$ cat src/rtl/fir_deconv.sv
// Purpose: recovers x[n] from FIR output y[n] via x[n] = y[n] - sum K[i]*x[n-i], one MAC per cycle.
// Latency: sample accepted at edge t shows m_valid after edge t+N+1 (N MAC steps plus output register).
// Backpressure: s_ready only in IDLE; result held in OUT until m_ready, no input/output overlap.
module fir_deconv #(
   parameter int N   = 3,
   parameter int W_X = 4,
   parameter int W_K = 4,
   parameter int W_Y = W_X + W_K + $clog2(N),
   parameter logic signed [W_K-1:0] K [N+1] = '{W_K'(1), W_K'(2), W_K'(3), W_K'(4)}
) (
   input  logic                  clk,
   input  logic                  rstn,
   input  logic                  clr,
   input  logic signed [W_Y-1:0] s_y,
   input  logic                  s_valid,
   output logic                  s_ready,
   output logic signed [W_X-1:0] m_x,
   output logic                  m_valid,
   input  logic                  m_ready,
   output logic                  m_ovf
);

   localparam int W_ACC = W_Y + W_X + W_K + $clog2(N) + 1;
   localparam int W_P   = W_K + W_X;
   localparam int IW    = $clog2(N + 2);
   localparam logic [IW-1:0] LAST = IW'(N + 1);
   localparam logic signed [W_ACC-1:0] X_MAX = W_ACC'((1 <<< (W_X - 1)) - 1);
   localparam logic signed [W_ACC-1:0] X_MIN = W_ACC'(-(1 <<< (W_X - 1)));

   // The recursion divides by K[0]; only a unit leading tap makes that a plain subtraction.
   if (K[0] != W_K'(1)) begin : g_k0_check
      $error("fir_deconv: K[0] must equal 1");
   end

   typedef enum logic [1:0] {IDLE, MAC, OUT} state_t;

   state_t                  state, state_nx;
   logic [IW-1:0]           idx;
   logic signed [W_ACC-1:0] acc;
   logic signed [W_X-1:0]   hist [N];
   logic signed [W_K-1:0]   k_sel;
   logic signed [W_X-1:0]   h_sel;
   logic signed [W_P-1:0]   prod;
   logic signed [W_ACC-1:0] acc_nx;
   logic signed [W_X-1:0]   sat_x;
   logic                    sat_ovf;
   logic                    accept;
   logic                    deliver;

   assign accept  = s_valid & s_ready;
   assign deliver = m_valid & m_ready;

   // Select the tap and history entry for the current MAC step (idx runs 1..N).
   always_comb begin
      k_sel = '0;
      h_sel = '0;
      for (int j = 1; j <= N; j++) begin
         if (idx == IW'(j)) begin
            k_sel = K[j];
            h_sel = hist[j-1];
         end
      end
   end

   assign prod   = W_P'(k_sel) * W_P'(h_sel);
   assign acc_nx = acc - W_ACC'(prod);

   // Clamp the finished accumulator to the recovered-sample range.
   always_comb begin
      sat_x   = acc[W_X-1:0];
      sat_ovf = 1'b0;
      if (acc > X_MAX) begin
         sat_x   = {1'b0, {(W_X-1){1'b1}}};
         sat_ovf = 1'b1;
      end else if (acc < X_MIN) begin
         sat_x   = {1'b1, {(W_X-1){1'b0}}};
         sat_ovf = 1'b1;
      end
   end

   // Next-state logic; clr overrides every transition.
   always_comb begin
      state_nx = state;
      case (state)
         IDLE:    if (accept) state_nx = MAC;
         MAC:     if (idx == LAST) state_nx = OUT;
         OUT:     if (deliver) state_nx = IDLE;
         default: state_nx = IDLE;
      endcase
      if (clr) state_nx = IDLE;
   end

   // State register.
   always_ff @(posedge clk or negedge rstn) begin
      if (!rstn) state <= IDLE;
      else       state <= state_nx;
   end

   // Datapath: accumulate, register the saturated result, shift history on delivery.
   always_ff @(posedge clk or negedge rstn) begin
      if (!rstn) begin
         acc     <= '0;
         idx     <= '0;
         m_x     <= '0;
         m_ovf   <= 1'b0;
         m_valid <= 1'b0;
         s_ready <= 1'b0;
         for (int j = 0; j < N; j++) hist[j] <= '0;
      end else if (clr) begin
         acc     <= '0;
         idx     <= '0;
         m_ovf   <= 1'b0;
         m_valid <= 1'b0;
         s_ready <= 1'b1;
         for (int j = 0; j < N; j++) hist[j] <= '0;
      end else begin
         // Registered so s_ready stays low until the first edge after reset.
         s_ready <= (state_nx == IDLE);
         case (state)
            IDLE: begin
               if (accept) begin
                  acc <= W_ACC'(s_y);
                  idx <= IW'(1);
               end
            end
            MAC: begin
               if (idx == LAST) begin
                  m_x     <= sat_x;
                  m_ovf   <= sat_ovf;
                  m_valid <= 1'b1;
               end else begin
                  acc <= acc_nx;
                  idx <= idx + 1'b1;
               end
            end
            OUT: begin
               if (deliver) begin
                  m_valid <= 1'b0;
                  hist[0] <= m_x;
                  for (int j = 1; j < N; j++) hist[j] <= hist[j-1];
               end
            end
            default: ;
         endcase
      end
   end

endmodule
$ cat config.mk
export PLATFORM = sky130hd
export DESIGN_NAME = fir_deconv
export DESIGN_NICKNAME = d
export VERILOG_FILES = /design/src/rtl/fir_deconv.sv
export SDC_FILE = /design/constraint.sdc
export NUM_CORES = 1
export LEC_CHECK = 0
export BUFFER_PORTS_ARGS = -buffer_cell sky130_fd_sc_hd__buf_2
export CORE_MARGIN = 2
export CORE_UTILIZATION = 40
export CTS_BUF_LIST = sky130_fd_sc_hd__clkbuf_4
export DETAILED_ROUTE_END_ITERATION = 10
export PLACE_DENSITY_LB_ADDON = 0.05
export SYNTH_ARGS = -nofsm -noshare
export SYNTH_HDL_FRONTEND = slang
export SYNTH_SLANG_ARGS = --single-unit
export TNS_END_PERCENT = 50
$ cat constraint.sdc
create_clock -name clk -period 10.5 [get_ports clk]
set_clock_uncertainty 0.05 [all_clocks]
set_input_delay 2.1 -clock clk [delete_from_list [all_inputs] [get_ports clk]]
set_output_delay 2.1 -clock clk [all_outputs]
set_load 0.01 [all_outputs]
==> tab_implementation.tex <==
\begin{tabular}{lr}
\hline
Metric & Value \\
\hline
\multicolumn{2}{l}{\textbf{Status}} \\
Run status & finished clean \\
\multicolumn{2}{l}{\textbf{STA}} \\
Minimum clock period & 5310 ps \\
Fin. max-slew vios & 0 \\
Hold WS & 459 ps \\
Setup tns final & 0 ps \\
Actual transition at the worst max-transition pin & 1010 ps \\
Share of the clock period used by the worst path & 50.6\% \\
Total count of hold-check failures in the final report & 0 \\
Final worst setup slack & 5190 ps \\
Number of endpoints failing setup at the final stage & 0 \\
Relative slew slack & 32.5\% \\
Unrepaired setup endpoints after global routing & false \\
Highest clock rate & 188 MHz \\
\multicolumn{2}{l}{\textbf{Power}} \\
Static leakage & 2.08 nW \\
Comb power frac & 50.3\% \\
Switching share of power & 43.9\% \\
Clock Power Share & 15.2\% \\
Switching component of the power & 0.000267 W \\
Design internal power & 0.000342 W \\
Areal power density over the cells & 140 nW/µm² \\
Sequential share of power & 34.5\% \\
Maximum vdd drop & 0.0878 mV \\
\multicolumn{2}{l}{\textbf{Synthesis}} \\
Mux contribution to synthesized area & 0.770\% \\
Count of yosys warnings during synthesis & 0 \\
Async set or reset register ratio after synthesis & 100\% \\
Post-Syn Area per Cell & 8.17 µm² \\
Post-synthesis cell area & 4060 µm² \\
Compound-Gate Fraction of Synth Area & 20.1\% \\
Main combinational cell family by area after synthesis & adder cells \\
Simple-gate share of the synthesized area & 18.4\% \\
Post-synth top flop & sky130\_fd\_sc\_hd\_\_dfrtp\_1 \\
Number of enable flip-flop cells after synthesis & 0 \\
Synthesized-area fraction occupied by xor and xnor cells & 3.88\% \\
Gate count of the mapped netlist & 497 \\
Proportion of synthesized chip area in sequential cells & 27.7\% \\
Net count after synthesis & 578 \\
Distinct cell type count of the synthesized netlist & 54 \\
Number of synthesized register bits & 45 \\
Adder-Cell Fraction of Synth Area & 21.3\% \\
\multicolumn{2}{l}{\textbf{Global route}} \\
Pin count of the biggest net entering global routing & 46 \\
Global-route usage over all layers & 19.0\% \\
Initial antenna violation count & 0 \\
Overall overflow remaining after global route & 0 \\
Number of global-route vias before repair & 3367 \\
First-pass GRT wire length & 16800 µm \\
\multicolumn{2}{l}{\textbf{Place}} \\
Routability-driven placement congestion ratio & 0.861 \\
Placed cell areas & 4300 µm² \\
Number of buffers added on ports & 21 \\
Sum of net half-perimeters after detailed placement & 7830 µm \\
Worst slack after detailed placement & 5170 ps \\
\multicolumn{2}{l}{\textbf{CTS}} \\
Maximum number of buffers from clock root to sink & 2 \\
Total number of H-tree levels & 2 \\
TritonCTS clock tree & done \\
Number of setup buffers added after CTS & 0 \\
Clock root buffer master & sky130\_fd\_sc\_hd\_\_clkbuf\_4 \\
Hold\_buf cts & 0 \\
Clock-pin slew of the registers on the worst-case setup and hold paths & 160 ps \\
Resized Gates After CTS & 0 \\
Sinks on Clock Net & 45 \\
Worst-skew pair later-pin latency & 370 ps \\
Number of clock buffers inserted by TritonCTS & 5 \\
\multicolumn{2}{l}{\textbf{Layout}} \\
Area of combinational cells with multiple inputs & 2610 µm² \\
Fraction of layout cells with a size suffix above 1 & 7.60\% \\
Finished Core Util & 44.4\% \\
Antenna Diode Count & 0 \\
Top library cells by usage in the layout, fill and taps aside & sky130\_fd\_sc\_hd\_\_nand2\_1, sky130\_fd\_sc\_hd\_\_inv\_1, sky130\_fd\_sc\_hd\_\_ha\_1 \\
Layout area overhead & 7.24\% \\
Fill cell total of the finished layout & 1054 \\
Nets@finish & 593 \\
Sequential cell area & 1130 µm² \\
Commonest non-fill, non-tap cell in the layout & sky130\_fd\_sc\_hd\_\_nand2\_1 \\
Final Instance Area & 4360 µm² \\
\multicolumn{2}{l}{\textbf{Die}} \\
Width of the die & 105 µm \\
Core Region & 9820 µm² \\
Die height & 105 µm \\
Die ar. & 11000 µm² \\
Ports placed on the boundary & 22 \\
Number of standard-cell rows in the floorplan & 36 \\
Effective utilization at floorplan & 41.4\% \\
\multicolumn{2}{l}{\textbf{Setup path}} \\
Maximum fanout encountered on the critical timing path & 16 \\
Ordered list of cells on the worst path & ha\_1, ha\_1, nor2\_1, and2\_1, or2\_1, nand2b\_1, fa\_1, inv\_1, fa\_1, inv\_1, ha\_1, or3\_1, o221a\_2, a311oi\_1, nor2\_1, nor2\_1, nor4\_1, nor4\_1 \\
CP arrival & 5550 ps \\
Data required time at the worst endpoint & 10740 ps \\
Sort of element at the end of the critical path & register \\
Number of buffer and inverter stages on the critical path & 2 \\
Cell type group with the largest total delay on the critical path & simple AND/OR/NAND/NOR gates \\
Worst Path Class, Setup & reg2reg \\
Element type at the critical path start & register \\
Maximum single-stage delay on the critical path & 530 ps \\
Slowest cell on crit path & sky130\_fd\_sc\_hd\_\_or2\_1 \\
\multicolumn{2}{l}{\textbf{Routing}} \\
Detailed Route WL & 10100 µm \\
Number of vias per cell after detailed routing & 5.39 \\
DR pass1 iterations & 6 \\
Final routed DRC violation total & 0 \\
Antenna-violating nets left & 0 \\
DR vias & 3480 \\
Iteration-0 DRC count of the detailed router & 90 \\
Average wire per cell in the routed design & 15.6 µm \\
\multicolumn{2}{l}{\textbf{Run}} \\
Max-cap violation count & 0 \\
\multicolumn{2}{l}{\textbf{Worst hold path}} \\
Hold Path Class & reg2reg \\
\hline
\end{tabular}
## layer usage
layer / wire length [µm] / vias to the layer above / part of all wire, % / GRT usage, %
met1: 4780 / 1671 / 47 / 25.0
met2: 4990 / 47 / 49 / 33.4
met5: 0 / - / 0 / 0
met3: 200 / 9 / 2.0 / 2.06
met4: 125 / 0 / 1.2 / 4.29
li1: - / 1753 / - / -
## path summary, 6_finish.rpt
check / from / end / slack, ps / cells past startpoint
max in group asynchronous: rstn / m_x[0]$_DFFE_PN0P_ / 8240 / 2
max: idx[0]$_DFFE_PN0P_ / acc[20]$_DFFE_PN0P_ / 5190 / 18
min reg2reg: acc[12]$_DFFE_PN0P_ / acc[12]$_DFFE_PN0P_ / 460 / 2
max reg2reg: idx[0]$_DFFE_PN0P_ / acc[20]$_DFFE_PN0P_ / 5190 / 18
min in group asynchronous: rstn / acc[8]$_DFFE_PN0P_ / 1750 / 2
min: acc[12]$_DFFE_PN0P_ / acc[12]$_DFFE_PN0P_ / 460 / 2
## cell type report
class / count / area share (%)
Clock buffer: 5 / 0.862
Clock inverter: 3 / 0.488
Inverter: 68 / 5.86
Multi-Input combinational cell: 367 / 60.0
Sequential cell: 45 / 25.9
Tap cell: 133 / 3.82
Timing Repair Buffer: 25 / 3.10
## through the flow
stage               cells  power (W)
global route          646   0.000662
finish                646   0.000610
CTS                   646   0.000617
global placement      638   0.000520
floorplan             497   0.000445
detailed placement    638   0.000521
## tightest hold or removal path, delay by kind of cell, from the launching register on
family	cells	cell delay, ps
DFF	1	380
and+or+nand+nor	2	100
## synthesized netlist by cell type, drive strengths merged (2+ instances only)
cell type  instances  area [µm²]
a211oi            10        75.1
and2               6        37.5
or3                3        18.8
o21ai             22         114
ha                61         763
buf                2        10.0
nor3              15        75.1
a2111oi            2        17.5
o31a               2        17.5
nor4               8        50.1
nor3b              2        15.0
xnor2              9        78.8
nand2             73         274
o211ai             9        67.6
and3               4        25.0
xor2               9        78.8
nand2b             3        18.8
nand3              8        40.0
a31oi              5        46.3
nand4              4        25.0
nor2              25        93.8
a21o               7        52.6
clkbuf            15        56.3
o21a               6        45.0
fa                 5         100
dfrtp             45        1130
inv               68         255
mux2i              2        20.0
a311oi             5        43.8
o41ai              3        52.6
a21oi             36         180
nor2b              6        37.5
## power by group through the flow
stage	combinational (W)	clock [W]	sequential, W
global placement	0.000306	0	0.000214
global route	0.000344	0.000104	0.000214
CTS	0.000309	0.0000973	0.000211
detailed placement	0.000307	0	0.000214
finish	0.000307	0.0000929	0.000210
floorplan	0.000238	0	0.000207
## state kept, by name (all words and copies together), names as in the netlist
signal,cells
acc,21
hist,12
idx,3
m_ovf,1
m_valid,1
m_x,4
s_ready,1
state,2
## cells by family (layout without fill, tap and decap cells)
family / count (synthesis) / count (layout)
AND/OR/NAND/NOR: 161 / 161
multiplexers: 3 / 3
buffers and inverters: 85 / 101
adder cells (fa/ha/maj): 66 / 66
flip-flops: 45 / 45
XOR/XNOR: 18 / 18
AO/OA/AOI/OAI: 119 / 119
(Power assumes the default switching activity.)
